==> src/rtl/fpadd_pkg.sv <==
// Shared definitions for the FP16 adder sharing controller: format width,
// default adder depth and the tag-pipe stage record.
package fpadd_pkg;

  // Operand/result width of the half-precision format
  localparam int FP16_W = 16;

  // Default number of edges from operands on the adder inputs to its sum
  localparam int ADD_LAT_DEFAULT = 4;

  // One tag-pipe stage: is an operation here, and which requester owns it
  typedef struct packed {
    logic valid;
    logic tag;
  } tag_stage_t;

endpackage

==> src/rtl/fpadd_resp_fifo.sv <==
// Synchronous result FIFO for one requester. Exposes its occupancy so the
// issue logic can reserve space before an operation enters the adder.
module fpadd_resp_fifo
  import fpadd_pkg::*;
#(
  parameter int W     = FP16_W,
  parameter int DEPTH = 4,
  localparam int AW   = $clog2(DEPTH),
  localparam int CW   = $clog2(DEPTH + 1)
) (
  input  logic          clk,
  input  logic          rst,
  input  logic          push,
  input  logic [W-1:0]  push_data,
  input  logic          pop,
  output logic [W-1:0]  head,
  output logic          empty,
  output logic          full,
  output logic [CW-1:0] count
);

  logic [W-1:0]  mem [DEPTH];
  logic [AW-1:0] wr_ptr;
  logic [AW-1:0] rd_ptr;
  logic          do_push;
  logic          do_pop;

  assign empty = (count == '0);
  assign full  = (count == CW'(DEPTH));

  // A pop frees its slot in the same cycle, so a full FIFO may still accept
  // a push when it is also being popped
  assign do_pop  = pop && !empty;
  assign do_push = push && (!full || do_pop);

  // The head reads as zero while empty so an idle channel shows a clean bus
  assign head = empty ? '0 : mem[rd_ptr];

  // Storage array; contents are only observable through a valid pointer
  always_ff @(posedge clk) begin
    if (do_push) begin
      mem[wr_ptr] <= push_data;
    end
  end

  // Pointers wrap naturally because the depth is a power of two
  always_ff @(posedge clk or negedge rst) begin
    if (!rst) begin
      wr_ptr <= '0;
      rd_ptr <= '0;
      count  <= '0;
    end else begin
      if (do_push) begin
        wr_ptr <= wr_ptr + AW'(1);
      end
      if (do_pop) begin
        rd_ptr <= rd_ptr + AW'(1);
      end
      case ({do_push, do_pop})
        2'b10:   count <= count + CW'(1);
        2'b01:   count <= count - CW'(1);
        default: count <= count;
      endcase
    end
  end

endmodule

==> src/rtl/fpadd_share_ctrl.sv <==
// Shares one pipelined FP16 adder between two requesters. A round-robin
// arbiter issues one operand pair per cycle, a tag pipe follows each
// operation through the adder, and per-requester FIFOs hold results until
// their consumer takes them. Issue is credit-gated so no result is dropped.
module fpadd_share_ctrl
  import fpadd_pkg::*;
#(
  parameter int ADD_LAT    = ADD_LAT_DEFAULT,
  parameter int RESP_DEPTH = 4,
  parameter int W          = FP16_W
) (
  input  logic         clk,
  input  logic         rst,
  input  logic         r0_valid,
  output logic         r0_ready,
  input  logic [W-1:0] r0_a,
  input  logic [W-1:0] r0_b,
  output logic         r0_rvalid,
  input  logic         r0_rready,
  output logic [W-1:0] r0_result,
  input  logic         r1_valid,
  output logic         r1_ready,
  input  logic [W-1:0] r1_a,
  input  logic [W-1:0] r1_b,
  output logic         r1_rvalid,
  input  logic         r1_rready,
  output logic [W-1:0] r1_result,
  output logic [W-1:0] add_a,
  output logic [W-1:0] add_b,
  input  logic [W-1:0] add_c,
  output logic         busy
);

  // Stage 0 sits alongside the registered adder operands and stage ADD_LAT
  // lines up with the matching sum on add_c, so the pipe holds ADD_LAT+1
  // entries in total
  localparam int NSTG = ADD_LAT + 1;
  localparam int CW   = $clog2(RESP_DEPTH + 1);
  localparam int SW   = $clog2(RESP_DEPTH + NSTG + 1);

  tag_stage_t    stg [NSTG];
  tag_stage_t    wb;
  logic          favor1;

  logic [SW-1:0] inflight0;
  logic [SW-1:0] inflight1;
  logic [CW-1:0] count0;
  logic [CW-1:0] count1;
  logic          empty0;
  logic          empty1;
  logic          full0;
  logic          full1;

  logic          elig0;
  logic          elig1;
  logic          grant0;
  logic          grant1;
  logic          push0;
  logic          push1;
  logic          pop0;
  logic          pop1;
  logic          any_inflight;

  // Count how many operations each requester has somewhere in the adder
  always_comb begin
    inflight0    = '0;
    inflight1    = '0;
    any_inflight = 1'b0;
    for (int i = 0; i < NSTG; i++) begin
      if (stg[i].valid) begin
        any_inflight = 1'b1;
        if (stg[i].tag) begin
          inflight1 = inflight1 + SW'(1);
        end else begin
          inflight0 = inflight0 + SW'(1);
        end
      end
    end
  end

  // A requester may issue only if its FIFO can absorb everything already in
  // flight plus this new operation; pops this cycle are deliberately ignored
  always_comb begin
    elig0  = r0_valid && ((SW'(count0) + inflight0) < SW'(RESP_DEPTH));
    elig1  = r1_valid && ((SW'(count1) + inflight1) < SW'(RESP_DEPTH));
    grant0 = rst && elig0 && (!elig1 || !favor1);
    grant1 = rst && elig1 && (!elig0 ||  favor1);
  end

  assign r0_ready = grant0;
  assign r1_ready = grant1;

  // Operand registers, tag pipe and round-robin pointer. The pointer only
  // moves under contention, handing priority to the requester that lost.
  always_ff @(posedge clk or negedge rst) begin
    if (!rst) begin
      add_a  <= '0;
      add_b  <= '0;
      favor1 <= 1'b0;
      for (int i = 0; i < NSTG; i++) begin
        stg[i] <= '{valid: 1'b0, tag: 1'b0};
      end
    end else begin
      if (grant0) begin
        add_a <= r0_a;
        add_b <= r0_b;
      end else if (grant1) begin
        add_a <= r1_a;
        add_b <= r1_b;
      end else begin
        add_a <= '0;
        add_b <= '0;
      end
      stg[0] <= '{valid: grant0 || grant1, tag: grant1};
      for (int i = 1; i < NSTG; i++) begin
        stg[i] <= stg[i-1];
      end
      if (elig0 && elig1) begin
        favor1 <= grant0;
      end
    end
  end

  // The last tag stage steers the adder output into its owner's FIFO
  always_comb begin
    wb    = stg[ADD_LAT];
    push0 = wb.valid && !wb.tag;
    push1 = wb.valid &&  wb.tag;
    pop0  = r0_rvalid && r0_rready;
    pop1  = r1_rvalid && r1_rready;
  end

  fpadd_resp_fifo #(
    .W     (W),
    .DEPTH (RESP_DEPTH)
  ) u_fifo0 (
    .clk       (clk),
    .rst       (rst),
    .push      (push0),
    .push_data (add_c),
    .pop       (pop0),
    .head      (r0_result),
    .empty     (empty0),
    .full      (full0),
    .count     (count0)
  );

  fpadd_resp_fifo #(
    .W     (W),
    .DEPTH (RESP_DEPTH)
  ) u_fifo1 (
    .clk       (clk),
    .rst       (rst),
    .push      (push1),
    .push_data (add_c),
    .pop       (pop1),
    .head      (r1_result),
    .empty     (empty1),
    .full      (full1),
    .count     (count1)
  );

  assign r0_rvalid = !empty0;
  assign r1_rvalid = !empty1;

  // Busy whenever anything is still travelling through the adder or queued
  always_comb begin
    busy = any_inflight || !empty0 || !empty1;
  end

`ifndef SYNTHESIS
  // Credit gating must keep every writeback target from overflowing
  always_ff @(posedge clk) begin
    if (rst && push0) begin
      assert (!full0 || pop0);
    end
    if (rst && push1) begin
      assert (!full1 || pop1);
    end
  end
`endif

endmodule

==> config.mk <==
export PLATFORM = sky130hd
export DESIGN_NAME = fpadd_share_ctrl
export DESIGN_NICKNAME = d
export VERILOG_FILES = /design/src/rtl/fpadd_pkg.sv /design/src/rtl/fpadd_resp_fifo.sv /design/src/rtl/fpadd_share_ctrl.sv
export SDC_FILE = /design/constraint.sdc
export NUM_CORES = 1
export LEC_CHECK = 0
export ABC_AREA = 1
export BUFFER_PORTS_ARGS = -buffer_cell sky130_fd_sc_hd__buf_2
export CORE_ASPECT_RATIO = 0.9
export CORE_MARGIN = 4
export CORE_UTILIZATION = 60
export CTS_BUF_LIST = sky130_fd_sc_hd__clkbuf_16
export CTS_CLUSTER_SIZE = 20
export DETAILED_ROUTE_END_ITERATION = 7
export GPL_ROUTABILITY_DRIVEN = 0
export GPL_TIMING_DRIVEN = 0
export PLACE_DENSITY = 0.85
export SLEW_MARGIN = 10
export SYNTH_ARGS = -nofsm -noshare
export SYNTH_HDL_FRONTEND = slang
export SYNTH_SLANG_ARGS = --single-unit
==> constraint.sdc <==
create_clock -name clk -period 8.2 [get_ports clk]
set_input_delay 0 -clock clk [delete_from_list [all_inputs] [get_ports clk]]
set_output_delay 0 -clock clk [all_outputs]
set_load 0.005 [all_outputs]
After elaboration in Yosys (flattened, before gate mapping)
Memory sizes are Yosys's and may differ from the RTL's.
Cells that the tools add are included.
- output and inout bits: 69
- memory bits (writable): 128
- memories kept: 2
- input port bits: 86
- bits in registers: 57
- reduce and logical (&&, ||, !) cells: 34
- $add $sub $neg: 18
- order comparisons: 2
- multiplexer cells: 37
- equality and inequality tests: 6
- memories (memory ; depth ; width ; rd ports ; clocked after Yosys merged registers in ; write ports ; RTL line ; text):
    u_fifo0.mem ; 4 ; 16 ; 1 ; 0 ; 1 ; fpadd_resp_fifo.sv:22 ; logic [W-1:0] mem [DEPTH];
    u_fifo1.mem ; 4 ; 16 ; 1 ; 0 ; 1 ; fpadd_resp_fifo.sv:22 ;
- operator list (kind ; number):
    two-way mux 16 bit ; 6
    two-way mux 4 bit ; 17
    adder 4 x 1 -> 4 bit (second input constant) ; 8
    logical AND 1 bit ; 15
    two-way mux 1 bit ; 12
    one-hot mux 3 bit (2 select lines) ; 2
    adder 2 x 1 -> 2 bit (second input constant) ; 4
    adder 3 x 4 -> 4 bit ; 2
    logical NOT 1 bit ; 8
    < comparator 4 x 3 -> 1 bit (second input constant) ; 2
    logical OR 1 bit ; 7
    adder 3 x 1 -> 3 bit (second input constant) ; 2
    equality test 3 bit (second input constant) ; 2
    logical NOT 3 bit ; 2
    subtractor 3 x 1 -> 3 bit (second input constant) ; 2
    equality test 2 x 1 -> 1 bit (second input constant) ; 2
    equality test 2 bit (second input constant) ; 2
    nonzero test 2 bit ; 2

Depth between registers and ports, before layout
Gate-level depths: netlist (run 1).
- depth after elaboration: 22
- gate-level depth with buffers: 27
- depth with buffers taken out: 26

Cells and area by module
Synthesis (run 1) repeated with hierarchy kept, for this count alone.
- cell total of the unflattened synthesis: 812
- area, all modules: 8622.0 um2
- by module, submodules not included (module ; times used ; area an instance (um2) ; cells an instance):
    fpadd_resp_fifo at u_fifo0 ; 1 ; 2944.1 ; 245
    fpadd_resp_fifo at u_fifo1 ; 1 ; 2941.6 ; 245
    fpadd_share_ctrl ; 1 ; 2736.4 ; 322

Least setup slack after synthesis (run 1)
Ideal clock, no wire load.
- kind: reg-to-reg
- start point: register stg[9] in the netlist's numbering
- end point: register stg[8] in the netlist's numbering
- stages on the path, launching flop included: 27
- path slack: 4841 ps
- arrival time: 3236 ps
- cells stage by stage: dfrtp_1 -> nand2_1 -> inv_1 -> ha_1 -> nand2_1 -> nand2_1 -> ha_1 -> o21a_1 -> inv_1 -> nand2_1 -> nand2_1 -> inv_1 -> ha_1 -> nand2_1 -> o21ai_0 -> ha_1 -> nand2_1 -> inv_1 -> nand3_1 -> nand2_1 -> nand2_1 -> nand3_2 -> nor2_1 -> nand2_1 -> buf_4 -> nand2_1 -> inv_1
- word-level cells in the longest chain between the ends: 19
- ends and longest elaborated chain (element ; RTL line ; text):
    start, declared ; fpadd_share_ctrl.sv:41 ; tag_stage_t stg [NSTG];
    start signal, assigned by index ; fpadd_share_ctrl.sv:101 ; stg[i] <= '{valid: 1'b0, tag: 1'b0};
    start signal, assigned by index ; fpadd_share_ctrl.sv:116 ; stg[i] <= stg[i-1];
    two-way mux 4 bit ; fpadd_share_ctrl.sv:70 ; if (stg[i].valid) begin
    adder 4 x 1 -> 4 bit ; fpadd_share_ctrl.sv:75 ; inflight0 = inflight0 + SW'(1);
    two-way mux 4 bit ; fpadd_share_ctrl.sv:72 ; if (stg[i].tag) begin
    two-way mux 4 bit ; fpadd_share_ctrl.sv:70 ;
    adder 4 x 1 -> 4 bit ; fpadd_share_ctrl.sv:75 ;
    two-way mux 4 bit ; fpadd_share_ctrl.sv:72 ;
    two-way mux 4 bit ; fpadd_share_ctrl.sv:70 ;
    adder 4 x 1 -> 4 bit ; fpadd_share_ctrl.sv:75 ;
    [... 4 more ...] ; -- ;
    two-way mux 4 bit ; fpadd_share_ctrl.sv:70 ;
    adder 3 x 4 -> 4 bit ; fpadd_share_ctrl.sv:84 ; elig0 = r0_valid && ((SW'(count0) + inflight0) < SW'(RESP_DEPTH));
    < comparator 4 x 3 -> 1 bit ; fpadd_share_ctrl.sv:84 ;
    logical AND 1 bit ; fpadd_share_ctrl.sv:84 ;
    logical NOT 1 bit ; fpadd_share_ctrl.sv:87 ; grant1 = rst && elig1 && (!elig0 || favor1);
    logical OR 1 bit ; fpadd_share_ctrl.sv:87 ;
    logical AND 1 bit (*) ; fpadd_share_ctrl.sv:87 ;
    via r1_ready ; fpadd_share_ctrl.sv:22 ; output logic r1_ready,
Mark *: on every way through the listed nets, which the timed path passes. The rest lies on a longest branch.
A chain may end at the register's enable or synchronous reset.

Worst setup path after layout (run 1)
- start point: register stg[8] in the netlist's numbering
- end point: register add_b[14]
- word-level cells in the longest chain between the ends: 22
- ends and longest elaborated chain (element ; RTL line ; text):
    two-way mux 1 bit ; fpadd_share_ctrl.sv:72 ;
    two-way mux 4 bit ; fpadd_share_ctrl.sv:70 ;
    adder 4 x 1 -> 4 bit ; fpadd_share_ctrl.sv:75 ;
    two-way mux 4 bit ; fpadd_share_ctrl.sv:72 ;
    two-way mux 4 bit ; fpadd_share_ctrl.sv:70 ;
    adder 4 x 1 -> 4 bit ; fpadd_share_ctrl.sv:75 ;
    two-way mux 4 bit ; fpadd_share_ctrl.sv:72 ;
    two-way mux 4 bit ; fpadd_share_ctrl.sv:70 ;
    [... 6 more ...] ; -- ;
    adder 3 x 4 -> 4 bit ; fpadd_share_ctrl.sv:84 ;
    < comparator 4 x 3 -> 1 bit ; fpadd_share_ctrl.sv:84 ;
    logical AND 1 bit ; fpadd_share_ctrl.sv:84 ;
    logical NOT 1 bit ; fpadd_share_ctrl.sv:87 ;
    logical OR 1 bit ; fpadd_share_ctrl.sv:87 ;
    logical AND 1 bit ; fpadd_share_ctrl.sv:87 ;
    two-way mux 16 bit ; fpadd_share_ctrl.sv:107 ; end else if (grant1) begin
    two-way mux 16 bit (*) ; fpadd_share_ctrl.sv:104 ; if (grant0) begin
    end signal, assigned ; fpadd_share_ctrl.sv:106 ; add_b <= r0_b;
    end signal, assigned ; fpadd_share_ctrl.sv:109 ; add_b <= r1_b;
    end, declared ; fpadd_share_ctrl.sv:29 ; output logic [W-1:0] add_b,
Mark *: on every way between the ends. The rest lies on a longest branch, timed or not.

==> results of run 1 <==
worst max path at each step:
stage	startpoint	to	slack, ns	cells past startpoint
final	stg[8]	add_b[14]	3.80	27
after global routing	stg[9]	add_b[14]	3.48	25
after CTS	stg[9]	add_a[4]	3.87	26
after detailed placement	stg[9]	add_a[4]	4.44	26
after global placement	stg[9]	add_a[0]	4.51	26
after floorplan	stg[9]	stg[8]	4.84	26
cell families (layout without fill, tap and decap cells):
logic type	Yosys count	in the layout	share of synthesized area (%)
adder cells (fa/ha/maj)	22	22	3.56
XOR/XNOR	13	13	1.40
AND/OR/NAND/NOR	350	350	18.6
flip-flops	185	185	64.6
AO/OA/AOI/OAI	109	109	6.76
buffers and inverters	102	373	5.08
cell type report:
class / instances / area [sq um] / area share [%]
Inverter: 67 / 254 / 2.40
Sequential cell: 185 / 5270 / 49.8
Timing Repair Buffer: 239 / 1630 / 15.4
Tap cell: 168 / 210 / 1.99
Buffer: 35 / 160 / 1.51
Multi-Input combinational cell: 494 / 2500 / 23.6
Clock buffer: 17 / 425 / 4.02
Clock inverter: 15 / 146 / 1.38
per-layer routing:
layer / GRT usage [%] / up-vias
met4: 10.5 / 0
li1: - / 3146
met5: 0 / -
met3: 8.22 / 39
met1: 33.5 / 3116
met2: 46.4 / 306
power by group:
part	switching, mW	internal [mW]	leakage [nW]
Combinational	0.890	0.558	2.65
Clock	0.344	0.449	0.286
Sequential	0.0676	1.16	1.90
synthesized netlist by cell type:
cell type	number	area, sq um
nand2_2	3	18.8
nor3_4	1	16.3
nand3_2	8	80.1
nand4_1	3	18.8
buf_4	5	37.5
o21ai_0	70	350
nand2_1	100	375
inv_4	1	6.26
dfrtp_1	57	1430
buf_2	8	40.0
clkinv_1	4	15.0
fa_1	2	40.0
o21a_1	1	7.51
clkbuf_1	20	75.1
xnor2_1	2	17.5
nor2_1	145	544
ha_1	20	250
o21ai_2	1	8.76
nor3_1	1	5.00
a21oi_1	37	185
inv_2	3	11.3
inv_1	59	221
buf_1	2	7.51
nand3_1	84	420
edfxtp_1	128	3840
nor2_4	2	22.5
or2_1	2	12.5
xor2_1	11	96.3
nor4_1	1	6.26
state kept, by name (all words and copies together), names as in the netlist:
name and cells:
u_fifo0.count 3, u_fifo1.wr_ptr 2, u_fifo0.mem 64, u_fifo0.wr_ptr 2
add_b 16, u_fifo1.mem 64, u_fifo1.rd_ptr 2, u_fifo0.rd_ptr 2
add_a 16, u_fifo1.count 3, favor1 1, stg 10
tightest hold or removal path, cell delays in order:
cell	delay, ns
buf_2	0.10
inv_1	0.08
nor2_4	0.06
nand3_1	0.07
nand2_1	0.05
nand2_1	0.05
per-stage QoR:
step / total power, mW / area [sq um]
final: 3.47 / 10600
after global routing: 3.68 / 10600
after CTS: 3.44 / 10600
after detailed placement: 2.56 / 9190
after global placement: 2.49 / 9140
after floorplan: 2.05 / 8160
==> impl_metrics.ini, run 1 <==
[pwr]
leakage_nw = 4.84
ir_drop_mv = 0.177
p_per_area_nw_per_um2 = 327

[synth]
syn_area_sq_um = 8160
syn-mean-instance-area_sq_um = 10.4
seq_area_frac_synth_pct = 64.6
syn_inst = 781
ys_warn_count = 0
synth_fp_nets = 889
synth.distinct_cells = 29
synth-seq-cells = 185

[global_route]
grt_usage_pct = 27.6
grt_pass1_wl_microns = 32600
grt_pass1_vias = 6445
grt_overflow = 0
grt_max_degree = 59
antenna_found_initial = 0

[route]
wire_per_inst_microns = 17.4
drtIter0Drc = 530
viasPerCell = 5.42
antenna_left = 0
dr.max_layer_used = met4
drt-met1-wl_microns = 8230
drc = 0
wl_met2_microns = 10600
wl_met3_microns = 1790
drt_first_pass_iters = 5
wl_microns = 21200
vias = 6607

[cts]
tritoncts = built
clk_pin_slew_worst_paths_ns = 0.07
clockBufferDepth = 2
hold_buffers = 83
post_cts_resized = 0
cts_buffers = 17
clkSinkCount = 185
root_buffer = clkbuf_16
post-cts-setup-buffers = 0
h-tree-depth = 4
clkLatencyLatePin_ns = 0.43

[finish]
post-route-util_pct = 79.5
fin_cells = 1220
final_cell_mix = buf_2 (161), nor2_1 (137), edfxtp_1 (128)
drive_gt1_share_pct = 21.3
area_growth_pct = 29.8
num-fill-cells = 795
nets = 1147
diodes = 0
layout_commonest_cell = buf_2

[place]
port_buffers = 154
dp_hpwl_microns = 13100
place_ws_ns = 4.44
placed_cells = 1105

[worst_hold_path]
holdCritPathClass = in -> reg
hp-start = r1_valid
min_to = favor1
holdPathStages = 6

[worst_setup_path]
critPathMaxStageDelay_ns = 0.56
cp_top_family = simple AND/OR/NAND/NOR gates
crit_type = reg -> reg
critical_path_buf_inv_count = 7
required_ns = 8.50
rrSetupSlack_ns = 3.80
crit_top_cell = nand2_1
r2r-start = stg[8]
crit_path_top_delay_cell = dlygate4sd3_1
arrival_ns = 4.70
crit_fanout = 10
cp-start-kind = flop
regToRegEndpoint = add_b[14]
reg2reg_depth = 27
crit_path_end_kind = flop

[timing]
rsz0062_at_grt = no
period_needed_ns = 4.40
timing.hold.ws_ns = 0.0112
fmax_ghz = 0.227
maxSlewViolCount = 0
hold_viol_final = 0
setup_ws_ns = 3.80
slew_headroom_pct = 38.5
worstMarginPinSlew_ns = 0.922
finalCritPeriodShare_pct = 53.6
fin_setup_tns_ns = 0
skew_ns = 0.0158
setup_viol = 0

[outcome]
outcome = finished clean

[floorplanning]
pin_count = 155
die_y_microns = 119
fp.dieW_microns = 131
start_util_pct = 61.3
fp.coreArea_sq_um = 13300
rows = 40
die_area_sq_um = 15500

[job]
drv_cap = 0
Power figures use the tool's default switching activity.
==> run 2: changes to the inputs <==
--- a/config.mk
+++ b/config.mk
@@ -5,17 +5,17 @@
 export SDC_FILE = /design/constraint.sdc
 export NUM_CORES = 1
 export LEC_CHECK = 0
-export ABC_AREA = 1
+export ABC_AREA = 0
 export BUFFER_PORTS_ARGS = -buffer_cell sky130_fd_sc_hd__buf_2
 export CORE_ASPECT_RATIO = 0.9
 export CORE_MARGIN = 4
-export CORE_UTILIZATION = 60
+export CORE_UTILIZATION = 55
 export CTS_BUF_LIST = sky130_fd_sc_hd__clkbuf_16
 export CTS_CLUSTER_SIZE = 20
 export DETAILED_ROUTE_END_ITERATION = 7
 export GPL_ROUTABILITY_DRIVEN = 0
 export GPL_TIMING_DRIVEN = 0
-export PLACE_DENSITY = 0.85
+export PLACE_DENSITY = 0.79
 export SLEW_MARGIN = 10
 export SYNTH_ARGS = -nofsm -noshare
 export SYNTH_HDL_FRONTEND = slang
==> constraint.sdc (replaced) <==
create_clock -name clk -period 4.2 [get_ports clk]
set_input_delay 0 -clock clk [delete_from_list [all_inputs] [get_ports clk]]
set_output_delay 0 -clock clk [all_outputs]
set_load 0.005 [all_outputs]
==> run 2 against run 1 <==
  * The run now ends with setup timing left
  * Critical path type is now reg -> out
  * Largest power group unchanged
  * Clock power rose by 100%
  * Hold slack improved by 0.048 ns
  * Non-clock buffer count rose by 14
  * Die area rose by 7.4%
  * Clock skew rose by 0.0040 ns
  * Largest cell class unchanged
  * Synthesized area fell by 1.0%
  * Worst setup slack got worse by 3.9 ns
  * Routed wire length fell by 4.0%
  * Sequential power rose by 93%
  * Final cell count fell by 16%
==> impl_metrics.ini, run 2 <==
[place]
dp_hpwl_microns = 11600
port_buffers = 154
placed_cell_area_sq_um = 9110
placed_cells = 886
place_ws_ns = -0.0614

[timing]
worstMarginPinSlew_ns = 1.00
skew_ns = 0.0198
timing.hold.ws_ns = 0.0589
finalCritPeriodShare_pct = 102
rsz0062_at_grt = yes
fmax_ghz = 0.233
period_needed_ns = 4.29
maxSlewViolCount = 0
hold_viol_final = 0
setup_ws_ns = -0.0881
fin_setup_tns_ns = -0.192
slew_headroom_pct = 33.1
setup_viol = 6

[synth]
synth.cells.most_frequent = edfxtp_1 (128), nand2_1 (83), dfrtp_1 (57), and2_1 (43), mux4_2 (32)
syn_area_sq_um = 8080
seq_area_frac_synth_pct = 65.3
synth_edf_count = 128
synthTopCellsByArea = edfxtp_1 (48%), dfrtp_1 (18%), mux4_2 (8.9%), nand2_1 (3.9%), and2_1 (3.3%)
synth_ff_type = edfxtp_1
ys_warn_count = 0
async_flop_share_pct = 30.8
syn_inst = 538
yosysTopAreaCell = edfxtp_1
synth_fp_nets = 646
synth_top_area_share_pct = 47.6
synth-seq-cells = 185
post-synth-top-count-cell = edfxtp_1
synth.distinct_cells = 55
syn-mean-instance-area_sq_um = 15.0

[finish]
final_cell_area_sq_um = 10800
post-route-util_pct = 76.3
drive_gt1_share_pct = 33.6
fin_cells = 1026
top_regs = u_fifo0.mem x64, u_fifo1.mem x64
area_growth_pct = 34.3
layout_commonest_cell = buf_2
final_cell_mix = buf_2 (158), edfxtp_1 (128), dlygate4sd3_1 (84)
nets = 926

[cts]
root_buffer = clkbuf_16
clk_pin_slew_worst_paths_ns = 0.06
clockBufferDepth = 2
clkSinkCount = 185
h-tree-depth = 4
clkLatencyLatePin_ns = 0.44
tritoncts = built
cts_buffers = 17

[floorplanning]
die_y_microns = 123
fp.coreArea_sq_um = 14200
pin_count = 155
fp.dieW_microns = 136
start_util_pct = 56.8
die_area_sq_um = 16700
rows = 41

[worst_setup_path]
cp-start-kind = flop
arrival_ns = 4.29
crit_fanout = 5
crit_path_end_kind = primary output
crit_type = reg -> out
required_ns = 4.20

[route]
antenna_left = 0
drtIter0Drc = 471
wl_microns = 20400
drc = 0
drt_first_pass_iters = 5
vias = 5740
wire_per_inst_microns = 19.9
viasPerCell = 5.59

[global_route]
grt_usage_pct = 24.7
grt_overflow = 0
antenna_found_initial = 0
grt_pass1_wl_microns = 30900
grt_max_degree = 41
grt_pass1_vias = 6096

[outcome]
violations = setup timing
outcome = complete, but fails checks

[pwr]
ir_drop_mv = 0.356
p_per_area_nw_per_um2 = 604
fin_total_pwr_mw = 6.55
leakage_nw = 4.41

[job]
drv_cap = 0

[worst_hold_path]
holdCritPathClass = in -> async
run 2: cell types whose count changed after synthesis, sizes merged, moves of 7 or more:
cell,before,now
a21oi,37,4
and2,0,45
buf,15,8
inv,63,16
mux4,0,32
nand2,103,84
nand3,92,4
nor2,147,10
o21ai,71,6
o22ai,0,33
xnor2,2,15
run 2: layout make-up:
type	count	area, sq um
diodes	2	5.00
plain buffers	27	136
clock buffers	17	425
clock inverters	15	175
fillers	804	3360
inverters	16	60.1
multi-input cells	310	2720
flip-flops and latches	185	5270
well taps	193	241
repair buffers	261	1810
run 2: path summary, 6_finish.rpt:
check                               from  endpoint  slack, ns  depth (start not counted)
worst max-delay path              stg[9]  r1_ready      -0.09                         18
worst min-delay path                 rst  add_a[9]       0.06                          2
worst max register to register    stg[9]  add_b[1]      -0.03                         18
worst min register to register    stg[4]    stg[2]       0.42                          0
max in group asynchronous            rst  add_b[9]       3.55                          3
min in group clk                r1_valid    stg[9]       0.26                          5
run 2: cells by family after synthesis:
group	synth area share [%]
adders and majority gates	3.59
muxes	9.64
buffers and inverters	2.35
and+or+nand+nor	10.5
DFF	65.3
AOI/OAI and AO/OA	5.34
xor gates and xnor gates	3.28
run 2: what timing repair did:
item                                    4_1_cts  5_1_grt
pin swaps                                     8       13
endpoints found under the setup margin       31       27
endpoints found under the hold margin       221        0
resized for setup                            13       12
hold buffers                                 84        0
buffers inserted                             12       10
run 2: power by group:
group,switching [mW],internal [mW]
Sequential,0.149,2.23
Combinational,1.27,1.29
Clock,0.672,0.936
run 2: critical path, stage by stage (launching register included):
cell and delay, ns:
dfrtp_1 0.38, buf_4 0.15, nor2b_1 0.13, ha_1 0.33
a21oi_4 0.17, inv_2 0.07, or2_2 0.31, xor2_1 0.15
mux2i_1 0.22, ha_1 0.20, nand2_1 0.07, xnor2_1 0.26
xnor2_1 0.19, ha_1 0.35, nand2b_1 0.22, o311ai_4 0.30
buf_6 0.17, nor2_4 0.03, buf_2 0.13
run 2: metal layers:
metal / track usage, % / share of wire [%] / vias up
met5: 0 / 0 / -
met4: 11.4 / 3.6 / 0
met3: 5.04 / 5.5 / 69
met2: 42.7 / 53 / 249
met1: 30.2 / 38 / 2880
li1: - / - / 2542
